$ cat src/rtl/sys_bus_pkg.sv
// Shared definitions for the system memory port: arbiter states,
// default bus widths and the rw encoding used by cache and memory.
package sys_bus_pkg;
   localparam int SYS_ADDR_W = 16;
   localparam int SYS_DATA_W = 8;

   localparam logic SYS_READ  = 1'b1;
   localparam logic SYS_WRITE = 1'b0;

   typedef enum logic [1:0] {
      ARB_IDLE = 2'd0,
      ARB_OWN0 = 2'd1,
      ARB_OWN1 = 2'd2
   } arb_state_t;
endpackage

$ cat src/rtl/rr_pick2.sv
// Two-way round-robin selector: a tie goes to the master that did not own last.
module rr_pick2 (
   input  logic       req0,
   input  logic       req1,
   input  logic       last,
   output logic [1:0] pick
);
   always_comb begin
      pick    = 2'b00;
      pick[0] = req0 & (~req1 | last);
      pick[1] = req1 & (~req0 | ~last);
   end
endmodule

$ cat src/rtl/sys_bus_arbiter.sv
// Round-robin arbiter sharing the byte-wide memory port between two cache
// masters, with burst locking and a bounded hold when the other side waits.
module sys_bus_arbiter
   import sys_bus_pkg::*;
#(
   parameter int ADDR_W    = SYS_ADDR_W,
   parameter int DATA_W    = SYS_DATA_W,
   parameter int BURST_MAX = 8
) (
   input  logic              clk,
   input  logic              rst_n,
   input  logic              m0_req,
   input  logic              m1_req,
   input  logic              m0_strobe,
   input  logic              m1_strobe,
   input  logic              m0_rw,
   input  logic              m1_rw,
   input  logic [ADDR_W-1:0] m0_address,
   input  logic [ADDR_W-1:0] m1_address,
   input  logic [DATA_W-1:0] m0_data_out,
   input  logic [DATA_W-1:0] m1_data_out,
   output logic              m0_grant,
   output logic              m1_grant,
   output logic [DATA_W-1:0] m0_data_in,
   output logic [DATA_W-1:0] m1_data_in,
   output logic              sysstrobe,
   output logic              sysrw,
   output logic [ADDR_W-1:0] sysaddress,
   output logic [DATA_W-1:0] sysdata_out,
   input  logic [DATA_W-1:0] sysdata_in
);
   localparam logic [7:0] HOLD_SAT  = 8'(BURST_MAX);
   localparam logic [7:0] HOLD_LAST = 8'(BURST_MAX - 1);

   arb_state_t r_state, w_state_nxt;
   logic       r_last;
   logic [7:0] r_hold_cnt;
   logic [1:0] w_pick;
   logic       w_hold_done;

   rr_pick2 u_pick (
      .req0 (m0_req),
      .req1 (m1_req),
      .last (r_last),
      .pick (w_pick)
   );

   // >= rather than == so a master that saturated the counter while
   // uncontended is still preempted once the other side starts waiting.
   assign w_hold_done = (r_hold_cnt >= HOLD_LAST);

   always_comb begin
      w_state_nxt = r_state;
      case (r_state)
         ARB_IDLE: begin
            if (w_pick[0])      w_state_nxt = ARB_OWN0;
            else if (w_pick[1]) w_state_nxt = ARB_OWN1;
         end
         ARB_OWN0: begin
            if (!m0_req)        w_state_nxt = m1_req ? ARB_OWN1 : ARB_IDLE;
            else if (m1_req && w_hold_done) w_state_nxt = ARB_OWN1;
         end
         ARB_OWN1: begin
            if (!m1_req)        w_state_nxt = m0_req ? ARB_OWN0 : ARB_IDLE;
            else if (m0_req && w_hold_done) w_state_nxt = ARB_OWN0;
         end
         default:               w_state_nxt = ARB_IDLE;
      endcase
   end

   always_ff @(posedge clk) begin
      if (!rst_n) begin
         r_state    <= ARB_IDLE;
         r_last     <= 1'b1;
         r_hold_cnt <= 8'd0;
      end else begin
         r_state <= w_state_nxt;
         if (w_state_nxt != r_state && w_state_nxt != ARB_IDLE) begin
            r_hold_cnt <= 8'd0;
            r_last     <= (w_state_nxt == ARB_OWN1);
         end else if (r_state != ARB_IDLE && r_hold_cnt != HOLD_SAT) begin
            r_hold_cnt <= r_hold_cnt + 8'd1;
         end
      end
   end

   assign m0_grant = (r_state == ARB_OWN0);
   assign m1_grant = (r_state == ARB_OWN1);

   // Pure mux off registered state: no added latency on address/data paths.
   always_comb begin
      sysstrobe   = 1'b0;
      sysrw       = SYS_READ;
      sysaddress  = '0;
      sysdata_out = '0;
      m0_data_in  = '0;
      m1_data_in  = '0;
      if (m0_grant) begin
         sysstrobe   = m0_strobe;
         sysrw       = m0_rw;
         sysaddress  = m0_address;
         sysdata_out = m0_data_out;
         m0_data_in  = sysdata_in;
      end else if (m1_grant) begin
         sysstrobe   = m1_strobe;
         sysrw       = m1_rw;
         sysaddress  = m1_address;
         sysdata_out = m1_data_out;
         m1_data_in  = sysdata_in;
      end
   end
endmodule

$ cat config.mk
export PLATFORM = sky130hd
export DESIGN_NAME = sys_bus_arbiter
export DESIGN_NICKNAME = d
export VERILOG_FILES = /design/src/rtl/sys_bus_pkg.sv /design/src/rtl/rr_pick2.sv /design/src/rtl/sys_bus_arbiter.sv
export SDC_FILE = /design/constraint.sdc
export NUM_CORES = 1
export LEC_CHECK = 0
export CAP_MARGIN = 20
export CORE_MARGIN = 4
export CORE_UTILIZATION = 25
export CTS_CLUSTER_DIAMETER = 100
export DETAILED_ROUTE_END_ITERATION = 7
export PLACE_DENSITY_LB_ADDON = 0.25
export SYNTH_ARGS = -nofsm -noshare
export SYNTH_HDL_FRONTEND = slang
export SYNTH_SLANG_ARGS = --single-unit
$ cat constraint.sdc
create_clock -name clk -period 1.69 [get_ports clk]
set_clock_uncertainty 0.2 [all_clocks]
set_input_delay 0.2535 -clock clk [delete_from_list [all_inputs] [get_ports clk]]
set_output_delay 0.2535 -clock clk [all_outputs]
set_load 0.1 [all_outputs]
==> summary.md, run 1 <==
| Metric | Value |
|---|---|
| Status | `finished with violations` |
| Failing checks | `setup timing` |
| Fin util | `between 90 and 100%` |
| Final min period | `between 1.5 and 2 ns` |
| Number of synthesized register bits | `11` |
| CP Launch Type | `register` |
| First-pass GRT wire length | `around 11 mm` |
| Post-synthesis sequential area ratio | `~23%` |
| Cts bufs inserted | `3` |
| Peak Freq | `519.9 MHz` |
| Worst hold margin | `approximately 0.41 ns` |
| Synth Flop Type | `dfxtp_1` |
| CTS H-Tree Depth | `1` |
| Req. time, crit path | `around 1.2 ns` |
| Worst-path clk slew | `around 0.04 ns` |
| Syn-to-layout area delta | `243.7%` |
| TritonRoute pass-1 iters | `4` |
| Remaining DRCs | `0` |
| Cell count after synthesis | `between 100 and 150` |
| Yosys top cell by area | `a22o_1` |
| WP data arrival | `roughly 1.5 ns` |
| Crit. Startpoint | `r_state[0]` |
| Share of cells above drive strength 1 | `about 57%` |
| CTS sink cnt | `11` |
| Top-area cell type share of the netlist area | `23.30%` |
| CTS root buffer | `clkbuf_8` |
| # placed instances | `roughly 280` |
| Final Power | `between 1.5 and 2 mW` |
| RSZ-0062 raised after global routing | `true` |
| GRT Util Overall | `a little under a third` |
| Clock Path Buffers | `2` |
| IO Port Bufs | `around 110` |
| TritonCTS clock tree | `built` |
| Crit Path Max Fanout | `6` |
| Largest net degree at the start of global routing | `10` |
| Via count | `1661` |
| Detail Placement HPWL | `4.876 mm` |
| Avg Inst Size Synth | `7.817 µm²` |
| Core Area | `roughly 0.0037 mm²` |
| CTS Hold Bufs | `0` |
| Post-synth EDFFs | `0` |
| DR WL/cell | `approximately 26 µm` |
| Kind of critical path | `reg2out` |
| Routed Antenna Nets | `0` |
| Top Metal Used | `met4` |
| Final Cycle Share | `113.8%` |
| Worst setup EP type | `primary output` |
| Final cell count without fillers | `306` |
| WL final | `between 7 and 8 mm` |
| ANT cells | `0` |
| Largest family of logic cells by synthesized area | `compound AO/OA/AOI/OAI gates` |
| Die X-Extent | `70.52 µm` |
| XOR/XNOR share of the synthesized area | `5.378%` |
| Fin nets | `between 300 and 400` |
| Commonest cells post-synth | `a22o_1 (26), and2_1 (16), nor2_1 (12), dfxtp_1 (11), clkbuf_1 (9)` |
| Synth Area in Compound Gates | `35.98%` |
| Max_cap viols | `0` |
| Initial drt markers | `a little over 70` |
| Setup-failing EPs final | `slightly above 50` |
| Metal1 wirelength | `~2.8 mm` |
| Dpl ws | `-0.1186 ns` |
| Top-Level Pins | `108` |
| Pwr Density | `just under 600 mW/mm²` |
| Worst R2R Start | `r_hold_cnt[4]` |
| Lkg Pwr | `between 1 and 1.5 nW` |
| Netlist cell types | `30` |
| Syn. warnings | `0` |
| Final WS setup | `-0.2334 ns` |
| Top post-synthesis cells by area | `a22o_1 (23%), dfxtp_1 (23%), and2_1 (10%)` |
| Asr flop ratio synth | `0%` |
| Die H | `roughly 70 µm` |
| Final RePlAce weighted congestion | `approximately 0.83` |
| Fin. max-slew vios | `0` |
| Worst Max-Slew Pin Slew | `0.4340 ns` |
| Mapped cell area | `977.2 µm²` |
| Hold Crit Class | `reg2reg` |
| Most frequent cell after synthesis | `a22o_1` |
| Hold path startpoint | `r_hold_cnt[6]` |
| Vias in the first global route | `approximately 1800` |
| Syn nets | `~190` |
| Synth Area in Adders | `approximately 2.6%` |
| Starting Density | `approximately a quarter` |
| Worst-Skew Late Latency | `about 0.25 ns` |
| DIE AREA | `about 0.0050 mm²` |
| Rel. slew slack | `between 70% and 80%` |
| Met2 WL post-DR | `between 4 and 5 mm` |
| Hold Fails Final Rpt | `0` |
| Initial antenna violation count | `0` |
| Metal3 WL | `455 µm` |
| Grt ovf | `0` |
| Rows | `22` |
| Via density per instance | `~5.4` |
| Simple-Gate Fraction of Synth Area | `26.50%` |
| IR Drop Worst-Case VDD | `around 0.00074 V` |
| Mux share of post-synthesis cell area | `under 10%` |
layer usage:
metal  GRT usage, %  vias up
li1               -      733
met1          31.99      814
met2          58.32       94
met3          6.475       20
met4          12.77        0
met5              0        -
what timing repair did:
action | CTS | global route
pin swaps | 22 | 10
gates resized for setup | 44 | 6
hold endpoints to repair | 0 | 0
setup endpoints to repair | 55 | 55
buffers inserted | 14 | 1
cloned | 4 | 1
cell families (layout without fill, tap and decap cells):
kind of cell,Yosys count,in the layout
xor gates and xnor gates,6,6
adders and majority gates,2,2
AOI/OAI and AO/OA,42,42
and+or+nand+nor,48,48
DFF,11,11
muxes,1,1
buffers and inverters,15,148
where the power goes:
| part | switching [mW] | internal, mW |
|---|---|---|
| sequential | 0.0114 | 0.267 |
| clock | 0.103 | 0.166 |
| combinational | 0.795 | 0.649 |
| total | 0.909 | 1.08 |
metrics by stage:
stage	setup TNS, ns	area (µm²)
after floorplan	-1.988	1297
after global placement	-0.7147	2895
after detailed placement	-1.283	2895
after CTS	-8.086	3309
after global routing	-11.19	3358
final	-8.890	3358
layout by cell type, fill, tap and decap left out, types with 3 or more instances in the layout:
master	netlist	final
buf_12	0	50
buf_16	0	3
nand2_1	8	7
clkbuf_8	0	3
buf_6	0	6
a22o_4	0	24
xor2_1	3	3
and2_4	0	16
nand4_1	4	4
buf_4	0	15
dfxtp_1	11	5
inv_1	4	3
dfxtp_2	0	4
o2111ai_1	3	3
clkdlybuf4s50_1	0	63
nor2_1	12	11
worst max-delay path: stages, from the launching register on:
cell,delay (ns)
dfxtp_4,0.36
buf_6,0.12
nor2b_4,0.17
buf_6,0.16
buf_12,0.12
a22o_4,0.13
buf_12,0.17
registers in the layout, summed over array words and instances (netlist names):
name and cells:
r_hold_cnt 8, r_state 2, r_last 1
path summary, 6_finish.rpt:
path	slack, ns	depth (start not counted)	end
min reg2reg	0.41	2	r_hold_cnt[6]
min	0.41	2	r_hold_cnt[6]
max	-0.23	6	sysaddress[0]
max reg2reg	-0.18	4	r_state[1]
area by class of cell:
type	count	area, µm²
Tap cell	48	60.06
Sequential cell	11	232.7
Timing Repair Buffer	140	1967
Inverter	4	17.52
Fill cell	124	357.8
Clock buffer	4	45.04
Multi-Input combinational cell	99	1036
Note: power is estimated with default switching activity, not from simulation.
==> run 2: changes to the inputs <==
--- a/config.mk
+++ b/config.mk
@@ -10,6 +10,7 @@
 export CORE_UTILIZATION = 25
 export CTS_CLUSTER_DIAMETER = 100
 export DETAILED_ROUTE_END_ITERATION = 7
+export GPL_ROUTABILITY_DRIVEN = 0
 export PLACE_DENSITY_LB_ADDON = 0.25
 export SYNTH_ARGS = -nofsm -noshare
 export SYNTH_HDL_FRONTEND = slang
==> results of run 2 <==
Same layout as run 1: the final DEF is identical, and so are final timing and power.
==> run 3: changes to the inputs <==
--- a/config.mk
+++ b/config.mk
@@ -11,7 +11,7 @@
 export CTS_CLUSTER_DIAMETER = 100
 export DETAILED_ROUTE_END_ITERATION = 7
 export GPL_ROUTABILITY_DRIVEN = 0
-export PLACE_DENSITY_LB_ADDON = 0.25
+export PLACE_DENSITY = 0.74
 export SYNTH_ARGS = -nofsm -noshare
 export SYNTH_HDL_FRONTEND = slang
 export SYNTH_SLANG_ARGS = --single-unit
==> run 3 against run 2 <==
The run still ends with setup timing left. Final area decreased by 3.1%. Sequential cell count is the same. Via count is 4.1% lower. Clock power rose by 3%. Maximum frequency is 1.3% higher. Critical path depth shrank 1. Critical path type unchanged.
==> summary.md, run 3 (same netlist as run 1, synthesis figures left out) <==
| Metric | Value |
|---|---|
| WP data arrival | `~1.4 ns` |
| Area of the multi-input gates | `approximately 0.0010 mm²` |
| TritonCTS clock tree | `built` |
| Worst Max-Slew Pin Slew | `about 0.4 ns` |
| Final cell count without fillers | `300` |
| Rows | `22` |
| Worst-Skew Late Latency | `approximately 0.25 ns` |
| Reg-to-Reg End | `r_state[1]` |
| Final WS setup | `-0.2083 ns` |
| Peak Freq | `526.8 MHz` |
| Commonest non-fill, non-tap cells in the layout | `clkdlybuf4s50_1 (63), buf_12 (47), a22o_4 (25)` |
| Hold Fails Final Rpt | `0` |
| Reg2Reg Setup Slack | `-0.15 ns` |
| Area post-placement | `0.002873 mm²` |
| Top flop regs | `r_hold_cnt: 8 flops, r_state: 2 flops, r_last: 1 flops` |
| Worst R2R Start | `r_hold_cnt[7]` |
| Final Cycle Share | `112.3%` |
| Via density per instance | `roughly 5.3` |
| Core Area | `approximately 0.0037 mm²` |
| Share of cells above drive strength 1 | `55.56%` |
| Min-Delay Path Depth | `2` |
| Vias in the first global route | `1714` |
| Lkg Pwr | `~1.4 nW` |
| Largest net degree at the start of global routing | `18` |
| Max_cap viols | `0` |
| Clock Path Buffers | `2` |
| CP Launch Type | `register` |
| Largest Register | `r_hold_cnt` |
| Pwr Density | `slightly below 600 mW/mm²` |
| First-pass GRT wire length | `roughly 11 mm` |
| CTS root buffer | `clkbuf_8` |
| CTS sink cnt | `11` |
| Grt ovf | `0` |
| Status | `finished with violations` |
| Worst setup EP type | `primary output` |
| Syn-to-layout area delta | `232.9%` |
| GRT Util Overall | `approximately 27%` |
| Top-Level Pins | `approximately 110` |
| Starting Density | `around a quarter` |
| Setup_tns | `-8.370 ns` |
| Storage cell area | `232.7 µm²` |
| Dpl ws | `-0.1591 ns` |
| Req. time, crit path | `1.24 ns` |
| IO Port Bufs | `107` |
| RSZ-0062 raised after global routing | `true` |
| Initial antenna violation count | `0` |
| Worst r2r path cells | `4` |
| WL final | `~7.1 mm` |
| Die H | `70.52 µm` |
| Initial drt markers | `25` |
| Final min period | `about 1.9 ns` |
| Setup-failing EPs final | `55` |
| Fillers | `155` |
| Crit Path Max Fanout | `6` |
| Final instance area | `0.003253 mm²` |
| Failing checks | `setup timing` |
| Fin. max-slew vios | `0` |
| Hold path startpoint | `r_last` |
| Die X-Extent | `around 71 µm` |
| Worst-path clk slew | `around 0.050 ns` |
| Worst hold margin | `between 0.3 and 0.4 ns` |
| Routed Antenna Nets | `0` |
| Via count | `between 1500 and 2000` |
| DIE AREA | `just under 0.005 mm²` |
| Cts bufs inserted | `3` |
| DR WL/cell | `about 24 µm` |
| TritonRoute pass-1 iters | `4` |
| CTS H-Tree Depth | `1` |
| Leading cell type in the layout, fill and taps excluded | `clkdlybuf4s50_1` |
| Fin nets | `roughly 320` |
| # placed instances | `280` |
| Detail Placement HPWL | `4.611 mm` |
| Hold Crit Class | `reg2reg` |
| Kind of critical path | `reg2out` |
| Rel. slew slack | `between 70% and 80%` |
| ANT cells | `0` |
| Max reg flops | `8` |
| IR Drop Worst-Case VDD | `0.0007744 V` |
| Fin util | `roughly 90%` |
| Final Power | `roughly 1.9 mW` |
| Hold Path End | `r_last` |
| Remaining DRCs | `0` |
[run 3: power by group]
part           internal [mW]  switching, mW  leakage, nW
logic                  0.612          0.776         1.25
clock network          0.166          0.109       0.0228
registers              0.267        0.00976       0.0927
total                   1.05          0.895         1.36
[run 3: final cells by class]
cell class,instances,area share [%]
Timing Repair Buffer,134,57.08
Multi-Input combinational cell,99,32.00
Sequential cell,11,7.154
Tap cell,48,1.846
Clock buffer,4,1.385
Inverter,4,0.5385
[run 3: worst max-delay path: stages (launching register included)]
cell and delay (ns):
dfxtp_4 0.36, nor2b_4 0.14, buf_4 0.15, clkbuf_16 0.16, a22o_4 0.22, buf_12 0.16
[run 3: how the worst max path moves through the flow]
stage               start              to  slack (ns)  cells after the start
6_report       r_state[1]   sysaddress[8]       -0.21                      5
3_3_place_gp       m1_req   r_hold_cnt[7]       -0.09                      5
2_1_floorplan  r_state[0]           sysrw       -0.51                      5
3_5_place_dp       m1_req   r_hold_cnt[7]       -0.16                      5
4_1_cts        r_state[0]   sysaddress[2]       -0.21                      6
5_1_grt        r_state[0]  sysaddress[14]       -0.24                      6
[run 3: metal layers]
metal	vias up	share of wire, %	track usage [%]
met3	13	7.3	5.468
met4	0	2.0	6.809
met1	777	37	30.64
met5	-	0	0
met2	85	54	51.77
li1	718	-	-
[run 3: what timing repair did]
item | CTS | global route
setup endpoints to repair | 55 | 55
gates cloned | 3 | 2
pin swaps | 18 | 18
hold buffers | 0 | 0
setup buffers | 10 | 4
resized for setup | 30 | 12
